<file path="config.mk">
export PLATFORM = sky130hd
export DESIGN_NAME = emit_stream_arbiter
export DESIGN_NICKNAME = d
export VERILOG_FILES = /design/src/rtl/emit_stream_arbiter.sv
export SDC_FILE = /design/constraint.sdc
export NUM_CORES = 1
export LEC_CHECK = 0
export ABC_AREA = 0
export BUFFER_PORTS_ARGS = -buffer_cell sky130_fd_sc_hd__buf_2
export CAP_MARGIN = 20
export CORE_AREA = 2 2 574 576
export CTS_CLUSTER_DIAMETER = 120
export DETAILED_ROUTE_END_ITERATION = 6
export DIE_AREA = 0 0 576 578
export HOLD_SLACK_MARGIN = 0.12
export PLACE_DENSITY = 0.3
export SETUP_SLACK_MARGIN = 0.5
export SLEW_MARGIN = 5
export SYNTH_ARGS = -nofsm -noshare
export SYNTH_HDL_FRONTEND = slang
export SYNTH_SLANG_ARGS = --single-unit
</file>
<file path="constraint.sdc">
create_clock -name clk -period 3.7 [get_ports clk]
set_clock_uncertainty 0.2 [all_clocks]
set_input_delay 0.555 -clock clk [delete_from_list [all_inputs] [get_ports clk]]
set_output_delay 0.555 -clock clk [all_outputs]
set_load 0.02 [all_outputs]
</file>
<file path="src/rtl/emit_stream_arbiter.sv">
// Packet round-robin arbiter onto one emit buffer stream; EMIT_ARB_TID_EN adds m_outbuf_axis_tid.
// Latency: one arbitration bubble per packet, then 1 cycle from accepted input beat to output.
// Backpressure: only the granted port sees tready, high while the output stage is empty or draining.
module emit_stream_arbiter #(
    parameter int NUM_PORTS      = 4,
    parameter int BUF_DATA_WIDTH = 256,
    parameter int BUF_KEEP_WIDTH = BUF_DATA_WIDTH / 8,
    parameter int ID_WIDTH       = $clog2(NUM_PORTS)
) (
    input  logic                                clk,
    input  logic                                rst,
    input  logic [NUM_PORTS*BUF_DATA_WIDTH-1:0] s_buf_axis_tdata,
    input  logic [NUM_PORTS*BUF_KEEP_WIDTH-1:0] s_buf_axis_tkeep,
    input  logic [NUM_PORTS-1:0]                s_buf_axis_tvalid,
    output logic [NUM_PORTS-1:0]                s_buf_axis_tready,
    input  logic [NUM_PORTS-1:0]                s_buf_axis_tlast,
    output logic [BUF_DATA_WIDTH-1:0]           m_outbuf_axis_tdata,
    output logic [BUF_KEEP_WIDTH-1:0]           m_outbuf_axis_tkeep,
    output logic                                m_outbuf_axis_tvalid,
    input  logic                                m_outbuf_axis_tready,
    output logic                                m_outbuf_axis_tlast,
`ifdef EMIT_ARB_TID_EN
    output logic [ID_WIDTH-1:0]                 m_outbuf_axis_tid,
`endif
    output logic                                busy
);

    typedef enum logic {
        ARB  = 1'b0,
        XFER = 1'b1
    } state_t;

    typedef struct packed {
        logic [BUF_DATA_WIDTH-1:0] tdata;
        logic [BUF_KEEP_WIDTH-1:0] tkeep;
        logic                      tlast;
    } beat_t;

    localparam logic [ID_WIDTH-1:0] LAST_ID = ID_WIDTH'(NUM_PORTS - 1);

    state_t              state;
    logic [ID_WIDTH-1:0] grant_id;
    logic [ID_WIDTH-1:0] rr_ptr;
    logic [ID_WIDTH-1:0] sel_id;
    logic                sel_vld;
    int                  scan_idx;
    beat_t               in_beat;
    beat_t               out_beat;
    logic                out_vld;
    logic                load_rdy;
    logic                beat_acc;
`ifdef EMIT_ARB_TID_EN
    logic [ID_WIDTH-1:0] out_tid;
`endif

    // Scan from the highest offset down so the port nearest rr_ptr is the last writer and wins.
    always_comb begin
        sel_vld  = 1'b0;
        sel_id   = '0;
        scan_idx = 0;
        for (int i = NUM_PORTS - 1; i >= 0; i--) begin
            scan_idx = int'(rr_ptr) + i;
            if (scan_idx >= NUM_PORTS) begin
                scan_idx = scan_idx - NUM_PORTS;
            end
            if (s_buf_axis_tvalid[scan_idx]) begin
                sel_vld = 1'b1;
                sel_id  = ID_WIDTH'(scan_idx);
            end
        end
    end

    always_comb begin
        in_beat.tdata = s_buf_axis_tdata[int'(grant_id)*BUF_DATA_WIDTH +: BUF_DATA_WIDTH];
        in_beat.tkeep = s_buf_axis_tkeep[int'(grant_id)*BUF_KEEP_WIDTH +: BUF_KEEP_WIDTH];
        in_beat.tlast = s_buf_axis_tlast[grant_id];
    end

    assign load_rdy = !out_vld || m_outbuf_axis_tready;
    assign beat_acc = (state == XFER) && load_rdy && s_buf_axis_tvalid[grant_id];

    always_comb begin
        s_buf_axis_tready = '0;
        if (state == XFER && load_rdy) begin
            s_buf_axis_tready[grant_id] = 1'b1;
        end
    end

    always_ff @(posedge clk) begin
        if (rst) begin
            state    <= ARB;
            grant_id <= '0;
            rr_ptr   <= '0;
            out_vld  <= 1'b0;
            out_beat <= '0;
`ifdef EMIT_ARB_TID_EN
            out_tid  <= '0;
`endif
        end else begin
            // Load and drain in the same cycle keeps one beat per cycle inside a packet.
            if (beat_acc) begin
                out_beat <= in_beat;
                out_vld  <= 1'b1;
`ifdef EMIT_ARB_TID_EN
                out_tid  <= grant_id;
`endif
            end else if (m_outbuf_axis_tready) begin
                out_vld <= 1'b0;
            end

            case (state)
                ARB: begin
                    if (sel_vld) begin
                        grant_id <= sel_id;
                        state    <= XFER;
                    end
                end
                XFER: begin
                    if (beat_acc && in_beat.tlast) begin
                        rr_ptr <= (grant_id == LAST_ID) ? '0 : grant_id + ID_WIDTH'(1);
                        state  <= ARB;
                    end
                end
                default: state <= ARB;
            endcase
        end
    end

    assign m_outbuf_axis_tdata  = out_beat.tdata;
    assign m_outbuf_axis_tkeep  = out_beat.tkeep;
    assign m_outbuf_axis_tlast  = out_beat.tlast;
    assign m_outbuf_axis_tvalid = out_vld;
`ifdef EMIT_ARB_TID_EN
    assign m_outbuf_axis_tid    = out_tid;
`endif
    assign busy = (state == XFER) || out_vld;

endmodule

</file>
# ---- After elaboration in Yosys (flattened, before gate mapping)
# Cells that the tools add are included.
dict set report totals {
  reg_bits 295
  out_inout_bits 295
  wordCells 76
  in_bits 1163
}
dict set report op_classes {
  eq_ne 1
  muxes 37
  shifts 2
  addsub 8
  bitwise 1
  n_lt_le_gt_ge 10
  reduce_logical 10
}
# operator n
set op_table {}
lappend op_table {{variable part select 1024 x 11 -> 256 bit} 1}
lappend op_table {{< comparator 32 x 4 -> 1 bit (second input constant)} 4}
lappend op_table {{two-way mux 32 bit} 4}
lappend op_table {{variable part select 128 x 8 -> 32 bit} 1}
lappend op_table {{two-way mux 1 bit} 19}
lappend op_table {{binary-select mux 1 bit (select 2 bit)} 6}
lappend op_table {{subtractor 3 x 3 -> 4 bit (second input constant)} 3}
lappend op_table {{two-way mux 2 bit} 5}
lappend op_table {{>= comparator 3 bit (second input constant)} 3}
lappend op_table {{adder 2 x 2 -> 3 bit (second input constant)} 2}
lappend op_table {{logical AND 1 bit} 4}
lappend op_table {{two-way mux 4 bit} 1}
lappend op_table {{AND reduction 2 bit} 2}
lappend op_table {{subtractor 2 x 3 -> 4 bit (second input constant)} 1}
lappend op_table {{adder 2 x 1 -> 3 bit (second input constant)} 1}
lappend op_table {{>= comparator 2 x 3 -> 1 bit (second input constant)} 1}
lappend op_table {{< comparator 2 x 3 -> 1 bit (second input constant)} 1}
lappend op_table {{adder 2 x 1 -> 2 bit (second input constant)} 1}
lappend op_table {{demux 1 bit (select 2 bit)} 1}
lappend op_table {{equality test 2 bit (second input constant)} 1}
lappend op_table {{>= comparator 2 x 1 -> 1 bit (second input constant)} 1}
lappend op_table {{logical OR 1 bit} 2}
lappend op_table {{case mux 1 bit (2 select lines)} 1}
lappend op_table {{nonzero test 2 bit} 1}
lappend op_table {{other kinds (2)} 2}

# ---- Depth between registers and ports, before layout
# Gate-level depths: netlist of the first run.
dict set report depth {
  ltp_word 12
  ltp_mapped 8
}

# ---- Least setup slack after synthesis of the first run
# Ideal clock, no wire load.
dict set report synth_path {
  kind {register to output}
  start {register grant_id[1]}
  end {output s_buf_axis_tready[1]}
  slack_ns 1.506
  required_time_ns 2.945
  n_path_buf 3
  arrival_ns 1.439
  path_stages_with_launch 7
  cell_sequence {dfxtp_1 > buf_2 > buf_2 > buf_2 > inv_1 > ha_1 > and3_1}
}
dict set report synth_via {
  elab_chain_len 5
  word_cells_on_any_way 6
}
# item line
set synth_lines {}
lappend synth_lines {{start: declaration} 42} ;# logic [ID_WIDTH-1:0] grant_id;
lappend synth_lines {{start signal: assignment} 114} ;# grant_id <= sel_id;
lappend synth_lines {{< comparator 2 x 3 -> 1 bit (not written as such) / >= comparator 2 x 1 -> 1 bit (equally long branches)} 85} ;# s_buf_axis_tready[grant_id] = 1'b1;
lappend synth_lines {{logical AND 1 bit (not written as such)} 85}
lappend synth_lines {{two-way mux 1 bit (not written as such)} 85}
lappend synth_lines {{demux 1 bit (select 2 bit) *} 85}
lappend synth_lines {{two-way mux 4 bit *} 84} ;# if (state == XFER && load_rdy) begin
lappend synth_lines {{end: declaration} 15} ;# output logic [NUM_PORTS-1:0] s_buf_axis_tready,
# Every way passes the cells marked *; elsewhere a longest branch is shown, timed or not.

# ---- Worst setup path in the final report of the first run
dict set report layout_path {
  start {register grant_id[0]}
  end {register out_beat (netlist bit m_outbuf_axis_tdata[158])}
}
dict set report layout_via {
  elab_chain_len 3
  word_cells_on_any_way 4
}
# item line
set layout_lines {}
lappend layout_lines {{branches (longest 3 deep; another with variable part select 1024 x 11 -> 256 bit)} --}
lappend layout_lines {{end signal: assignment} 102} ;# out_beat <= in_beat;
lappend layout_lines {{end: declaration} 48} ;# beat_t out_beat;
# Several ways; the timed one is not identified. The select of a mux whose other input is x is not followed.
# A chain may end at the register's enable or synchronous reset.

==> flow_metrics.py, run 1 <==
metrics = {
    "outcome": {
        "outcome": "complete, no violations",
    },
    "timing": {
        "min_period_over_period": 0.830,
        "slew_headroom": 0.371,
        "fmax_ghz": 0.326,
        "rsz0062_at_grt": "yes",
        "worst_slack_ns": 0.630,
        "layout_min_cycle_time_ns": 3.07,
        "timing.setup.tns_ns": 0,
        "hold_viol": 0,
        "worst_slew_pin_slew_ns": 0.944,
        "finalSetupViolCount": 0,
        "slew_viol_final": 0,
    },
    "pwr": {
        "seqPwrFrac": 0.294,
        "internal_power_mw": 8.04,
        "p_clk_frac": 0.394,
        "switchingPower_mw": 4.03,
        "vdd_drop_max_mv": 0.335,
        "p_leak_nw": 14.2,
        "power.total_mw": 12.1,
        "power_density_mw_per_mm2": 330,
        "p_sw_frac": 0.334,
        "p_comb_frac": 0.312,
    },
    "grt": {
        "grt_max_degree": 98,
        "gr-total-overflow": 0,
        "grt_pass1_wl_um": 322000,
        "antenna_found_initial": 535,
        "grt_usage": 0.156,
        "grt_pass1_vias": 24000,
    },
    "yosys": {
        "ys_seq_area_frac": 0.346,
        "syn_inst": 1656,
        "yosysWarnings": 0,
        "synth_top_area_share": 0.383,
        "syn-num-nets": 2823,
        "synth_seq_cells": 295,
        "netlist_area_mm2": 0.0171,
        "yosys.area.top_type": "mux4_2",
        "yosys-top-cells-area": "mux4_2 38%, dfxtp_1 35%, nand2_1 13%",
        "avgSynthCellArea_um2": 10.3,
        "yosysUniqueCellTypes": 23,
    },
    "setup_path": {
        "timing.rr.start": "grant_id[0]$_SDFFE_PP0P_",
        "reg2reg_depth": 7,
        "arrival_ns": 3.40,
        "worstPathRequired_ns": 4.03,
        "cp_max_fo": 17,
        "end_kind": "register",
        "r2r-end": "m_outbuf_axis_tdata[158]$_SDFFE_PP0P_",
        "crit_type": "register to register",
        "start_kind": "register",
        "reg2reg_slack_ns": 0.63,
    },
    "drt": {
        "drt-total-wl_um": 270000,
        "vias_per_cell": 3.14,
        "first_pass_iters": 5,
        "vias": 25500,
        "drc": 0,
        "first_iter_violations": 1813,
        "detail_route.wl_per_cell_um": 33.3,
        "ant_nets": 0,
    },
    "clocking": {
        "cts.sinks": 295,
        "cts_tree": "built",
        "cts_buffer_depth": 3,
        "htreeDepth": 2,
        "root_buffer": "clkbuf_16",
        "numCtsBuffers": 47,
        "path_clk_slew_ns": 0.06,
        "insertion_delay_ns": 0.71,
    },
    "floorplan": {
        "die_w_um": 576,
        "start_util": 0.0523,
        "core-area_mm2": 0.326,
        "placementRows": 210,
        "die_h_um": 578,
        "pin_count": 1458,
        "dieArea_mm2": 0.333,
    },
    "worst_hold_path": {
        "worstHoldStart": "rst",
        "min_to": "m_outbuf_axis_tdata[165]$_SDFFE_PP0P_",
        "min_path_type": "input port to register",
        "whs_path_depth": 2,
    },
    "placed_design": {
        "place_ws_ns": 1.08,
        "dp_hpwl_um": 245000,
        "port_buffers": 1457,
        "gp_congestion": 0.951,
    },
    "finish": {
        "fin_nets": 4700,
        "area_growth_pct": 114,
        "seq_area_mm2": 0.00591,
        "layout-drive-gt1-share": 0.533,
        "multi_input_area_mm2": 0.0104,
        "fill_cells": 38100,
    },
    "run": {
        "cap_violations": 0,
    },
}
worst max-delay path: stages, from the launching register on:
cell and delay (ns):
dfxtp_4 0.37, buf_4 0.36, buf_12 0.28, buf_4 0.36, mux4_2 0.53, dlygate4sd3_1 0.56, nand2_1 0.08, a21oi_1 0.06
area by class of cell:
class | count | area share
Antenna cell | 209 | 0.0143
Clock buffer | 72 | 0.0378
Clock inverter | 15 | 0.00451
Inverter | 5 | 0.000513
Multi-Input combinational cell | 1193 | 0.284
Sequential cell | 295 | 0.162
Tap cell | 4346 | 0.149
Timing Repair Buffer | 1991 | 0.348
cell families after synthesis:
group           after synthesis  share of synthesized area
mux                         291                      0.383
flops                       295                      0.346
compound gates              300                     0.0887
buf+inv                     168                     0.0452
fa+ha+maj                     4                    0.00293
simple gates                598                      0.134
power groups by stage:
stage / clock network, mW / logic [mW] / registers, mW
2_1_floorplan: 0 / 1.25 / 3.82
3_3_place_gp: 0 / 3.13 / 3.62
3_5_place_dp: 0 / 3.14 / 3.63
4_1_cts: 4.96 / 3.79 / 3.55
5_1_grt: 5.04 / 3.99 / 3.57
6_report: 4.76 / 3.76 / 3.55
synthesized netlist by cell type:
cell,count
or3_1,1
and3_1,5
a2111o_1,1
or2_2,1
nand4_1,1
mux2i_1,1
nor2_1,3
buf_1,3
mux4_2,290
dfxtp_1,295
inv_1,5
nor3b_1,1
a31o_2,1
buf_2,94
ha_1,4
o22ai_1,1
nand3_1,1
nand2_1,581
buf_4,6
clkbuf_1,60
a21oi_1,297
or4_1,1
nand2b_1,3
worst max path at each step:
stage / to / from / slack (ns) / cells past startpoint
4_1_cts: m_outbuf_axis_tdata[108]$_SDFFE_PP0P_ / grant_id[1]$_SDFFE_PP0P_ / 0.54 / 6
6_report: m_outbuf_axis_tdata[158]$_SDFFE_PP0P_ / grant_id[0]$_SDFFE_PP0P_ / 0.63 / 7
3_3_place_gp: m_outbuf_axis_tdata[181]$_SDFFE_PP0P_ / s_buf_axis_tvalid[3] / 1.08 / 7
2_1_floorplan: s_buf_axis_tready[1] / grant_id[1]$_SDFFE_PP0P_ / 1.51 / 6
5_1_grt: m_outbuf_axis_tdata[68]$_SDFFE_PP0P_ / grant_id[0]$_SDFFE_PP0P_ / 0.50 / 7
3_5_place_dp: m_outbuf_axis_tdata[195]$_SDFFE_PP0P_ / s_buf_axis_tvalid[3] / 1.08 / 7
state kept, by name (all words and copies together) (netlist names):
name                  cells
m_outbuf_axis_tdata     256
rr_ptr                    2
m_outbuf_axis_tvalid      1
m_outbuf_axis_tlast       1
grant_id                  2
state                     1
m_outbuf_axis_tkeep      32
routing by layer:
layer  vias to the layer above  routed length, um  GRT usage
li1                      10100                  -          -
met1                     12100              98700      0.171
met2                      2061             112000      0.235
met3                       943              43500      0.106
met4                       282              14000     0.0593
met5                         -               1930          0
metrics by stage:
step	utilization	hold slack, ns	cell area (um^2)	instances
final	0.112	0.182	36600	8126
after global routing	0.111	0.143	36300	8011
after CTS	0.110	0.121	36000	7917
after detailed placement	0.0917	0.243	29900	7374
after global placement	0.0917	0.241	29900	7374
after floorplan	-	0.248	17100	1656
timing repair:
| action | in CTS | in global routing |
|---|---|---|
| endpoints found under the hold margin | 233 | 0 |
| setup endpoints to repair | 4 | 12 |
| gates resized for setup | 0 | 3 |
| gates cloned | 0 | 0 |
| hold buffers | 454 | 0 |
| buffers inserted | 2 | 0 |
placed cells by master (no fill, tap or decap), types with 16 or more instances in the layout:
cell	n
diode_2	209
dfxtp_1	293
dlygate4sd3_1	454
buf_2	1456
nand2_1	581
a21oi_1	297
clkbuf_1	16
clkbuf_16	49
mux4_2	290
buf_12	21
buf_4	56
Note: power is estimated with default switching activity, not from simulation.
==> run 2, diff against run 1 <==
Settings changed: ABC_AREA 0 to 1.
Clock period 3.7 ns to 2.8 ns, I/O delays scaled along.
==> flow_metrics.py, run 2 <==
metrics = {
    "pwr": {
        "vdd_drop_max_mv": 0.426,
        "p_leak_nw": 19.6,
        "power_density_mw_per_mm2": 587,
    },
    "clocking": {
        "cts_buffer_depth": 3,
        "numCtsBuffers": 46,
        "root_buffer": "clkbuf_16",
        "insertion_delay_ns": 0.68,
        "htreeDepth": 2,
        "cts.sinks": 295,
        "cts_tree": "built",
        "path_clk_slew_ns": 0.06,
    },
    "timing": {
        "slew_headroom": 0.446,
        "layout_min_cycle_time_ns": 2.38,
        "finalSetupViolCount": 0,
        "timing.setup.tns_ns": 0,
        "fmax_ghz": 0.421,
        "min_period_over_period": 0.849,
        "rsz0062_at_grt": "yes",
        "worst_slew_pin_slew_ns": 0.825,
        "worst_slack_ns": 0.423,
        "slew_viol_final": 0,
        "hold_viol": 0,
    },
    "finish": {
        "seq_area_mm2": 0.00591,
        "most-common-layout-cells": "1453 x buf_2, 1157 x nor2_1, 1077 x dlygate4sd3_1",
        "layout-drive-gt1-share": 0.332,
        "layout_commonest_cell": "buf_2",
        "multi_input_area_mm2": 0.0113,
        "utilization": 0.142,
        "fill_cells": 37800,
        "final_area_mm2": 0.0464,
        "largest_register_ffs": 256,
        "final_cells": 9983,
        "area_growth_pct": 156,
        "fin_nets": 6691,
    },
    "yosys": {
        "post-synth-top-count-cell": "nor2_1",
        "syn-num-nets": 4153,
        "synth_seq_cells": 295,
        "synth-edff-count": 0,
        "yosys-top-cells-area": "dfxtp_1 33%, nor2_1 24%, o21ai_0 22%",
        "yosys.area.top_type": "dfxtp_1",
        "yosysUniqueCellTypes": 22,
        "avgSynthCellArea_um2": 6.07,
        "synth_flop_cell": "dfxtp_1",
        "yosysWarnings": 0,
        "netlist_area_mm2": 0.0181,
        "synthTopCellsByCount": "1162 x nor2_1, 813 x o21ai_0, 295 x dfxtp_1, 289 x a31oi_1, 160 x clkbuf_1",
        "async_flop_share": 0,
        "synth_top_area_share": 0.326,
        "ys_seq_area_frac": 0.326,
        "syn_inst": 2986,
    },
    "placed_design": {
        "place_ws_ns": 0.116,
        "port_buffers": 1457,
        "dp_hpwl_um": 210000,
        "post-place-cells": 8643,
        "placed_cell_area_mm2": 0.0311,
        "gp_congestion": 0.893,
    },
    "drt": {
        "detail_route.wl_per_cell_um": 26.1,
        "first_iter_violations": 2165,
        "ant_nets": 0,
        "first_pass_iters": 6,
        "drt-total-wl_um": 261000,
        "vias": 33700,
        "vias_per_cell": 3.38,
        "drc": 0,
    },
    "floorplan": {
        "placementRows": 210,
        "start_util": 0.0556,
        "dieArea_mm2": 0.333,
        "die_w_um": 576,
        "pin_count": 1458,
        "core-area_mm2": 0.326,
        "die_h_um": 578,
    },
    "grt": {
        "grt_pass1_wl_um": 323000,
        "grt_max_degree": 89,
        "grt_usage": 0.145,
        "antenna_found_initial": 249,
        "grt_pass1_vias": 33400,
        "gr-total-overflow": 0,
    },
    "setup_path": {
        "arrival_ns": 2.79,
        "start_kind": "register",
        "end_kind": "register",
        "cp_max_fo": 7,
        "crit_type": "register to register",
        "worstPathRequired_ns": 3.21,
    },
    "worst_hold_path": {
        "min_path_type": "input port to register",
    },
    "run": {
        "cap_violations": 0,
    },
    "outcome": {
        "outcome": "complete, no violations",
    },
}
## run 2: cell types whose count changed in the layout (fill, tap and decap cells not counted), sizes merged, moves of 289 or more
cell and change:
mux4 -290, dlygate4sd3 +623, nand2 -542, a31oi +289, nor2 +1159, o21ai +871
## run 2: per-layer routing
metal / GRT usage / wire length [um]
met5: 0 / 585
met4: 0.0480 / 10900
met3: 0.0318 / 16700
met2: 0.254 / 125000
met1: 0.175 / 108000
## run 2: logic make-up (layout without fill, tap and decap cells)
| logic type | after synthesis | count (layout) | share of synthesized area |
|---|---|---|---|
| and+or+nand+nor | 1208 | 1208 | 0.251 |
| AOI/OAI and AO/OA | 1172 | 1172 | 0.344 |
| buffers and inverters | 307 | 2880 | 0.0767 |
| DFF | 295 | 295 | 0.326 |
| adders and majority gates | 4 | 4 | 0.00276 |
| other | 0 | 78 | 0 |
## run 2: power by group
part | internal [mW] | switching, mW
combinational | 5.77 | 9.55
sequential | 5.05 | 0.479
clock | 3.72 | 2.67
total | 14.5 | 12.7
## run 2: repair_timing
item,in CTS,in global routing
cloned,24,27
hold buffers,1078,0
pin swaps,7,3
hold endpoints to repair,294,0
gates resized for setup,108,121
endpoints found under the setup margin,229,295
buffers inserted,36,14
## run 2: final cells by class
cell class / instances / area share
clock buffer: 67 / 0.0301
sequential: 295 / 0.128
timing repair inverter: 2 / 0.000378
clock inverter: 16 / 0.00394
inverter: 18 / 0.00235
antenna: 78 / 0.00421
multi-input combinational: 2384 / 0.244
timing repair buffer: 2777 / 0.470
tap: 4346 / 0.117
## run 2: path summary, 6_finish.rpt
| path | start | to | slack (ns) | depth (start not counted) |
|---|---|---|---|---|
| worst min-delay path | s_buf_axis_tdata[548] | m_outbuf_axis_tdata[36]$_SDFFE_PP0P_ | 0.08 | 5 |
| worst max-delay path | grant_id[0]$_SDFFE_PP0P_ | m_outbuf_axis_tdata[138]$_SDFFE_PP0P_ | 0.42 | 12 |
| worst min register to register | m_outbuf_axis_tdata[11]$_SDFFE_PP0P_ | m_outbuf_axis_tdata[11]$_SDFFE_PP0P_ | 0.31 | 2 |
| worst max register to register | grant_id[0]$_SDFFE_PP0P_ | m_outbuf_axis_tdata[138]$_SDFFE_PP0P_ | 0.42 | 12 |
## run 2: worst max-delay path, stage by stage (launching register included)
cell	delay, ns
dfxtp_4	0.40
buf_12	0.13
inv_16	0.04
buf_16	0.14
a21oi_4	0.12
o21ai_2	0.09
a21oi_4	0.19
buf_4	0.15
buf_12	0.16
buf_16	0.19
clkbuf_16	0.20
o21ai_0	0.08
a31oi_1	0.16
## run 2: through the flow
stage | hold slack [ns] | total power, mW
after floorplan | 0.256 | 11.2
after detailed placement | 0.297 | 17.0
after CTS | 0.121 | 26.7
after global placement | 0.301 | 17.0
final | 0.0789 | 27.2
after global routing | 0.125 | 28.7
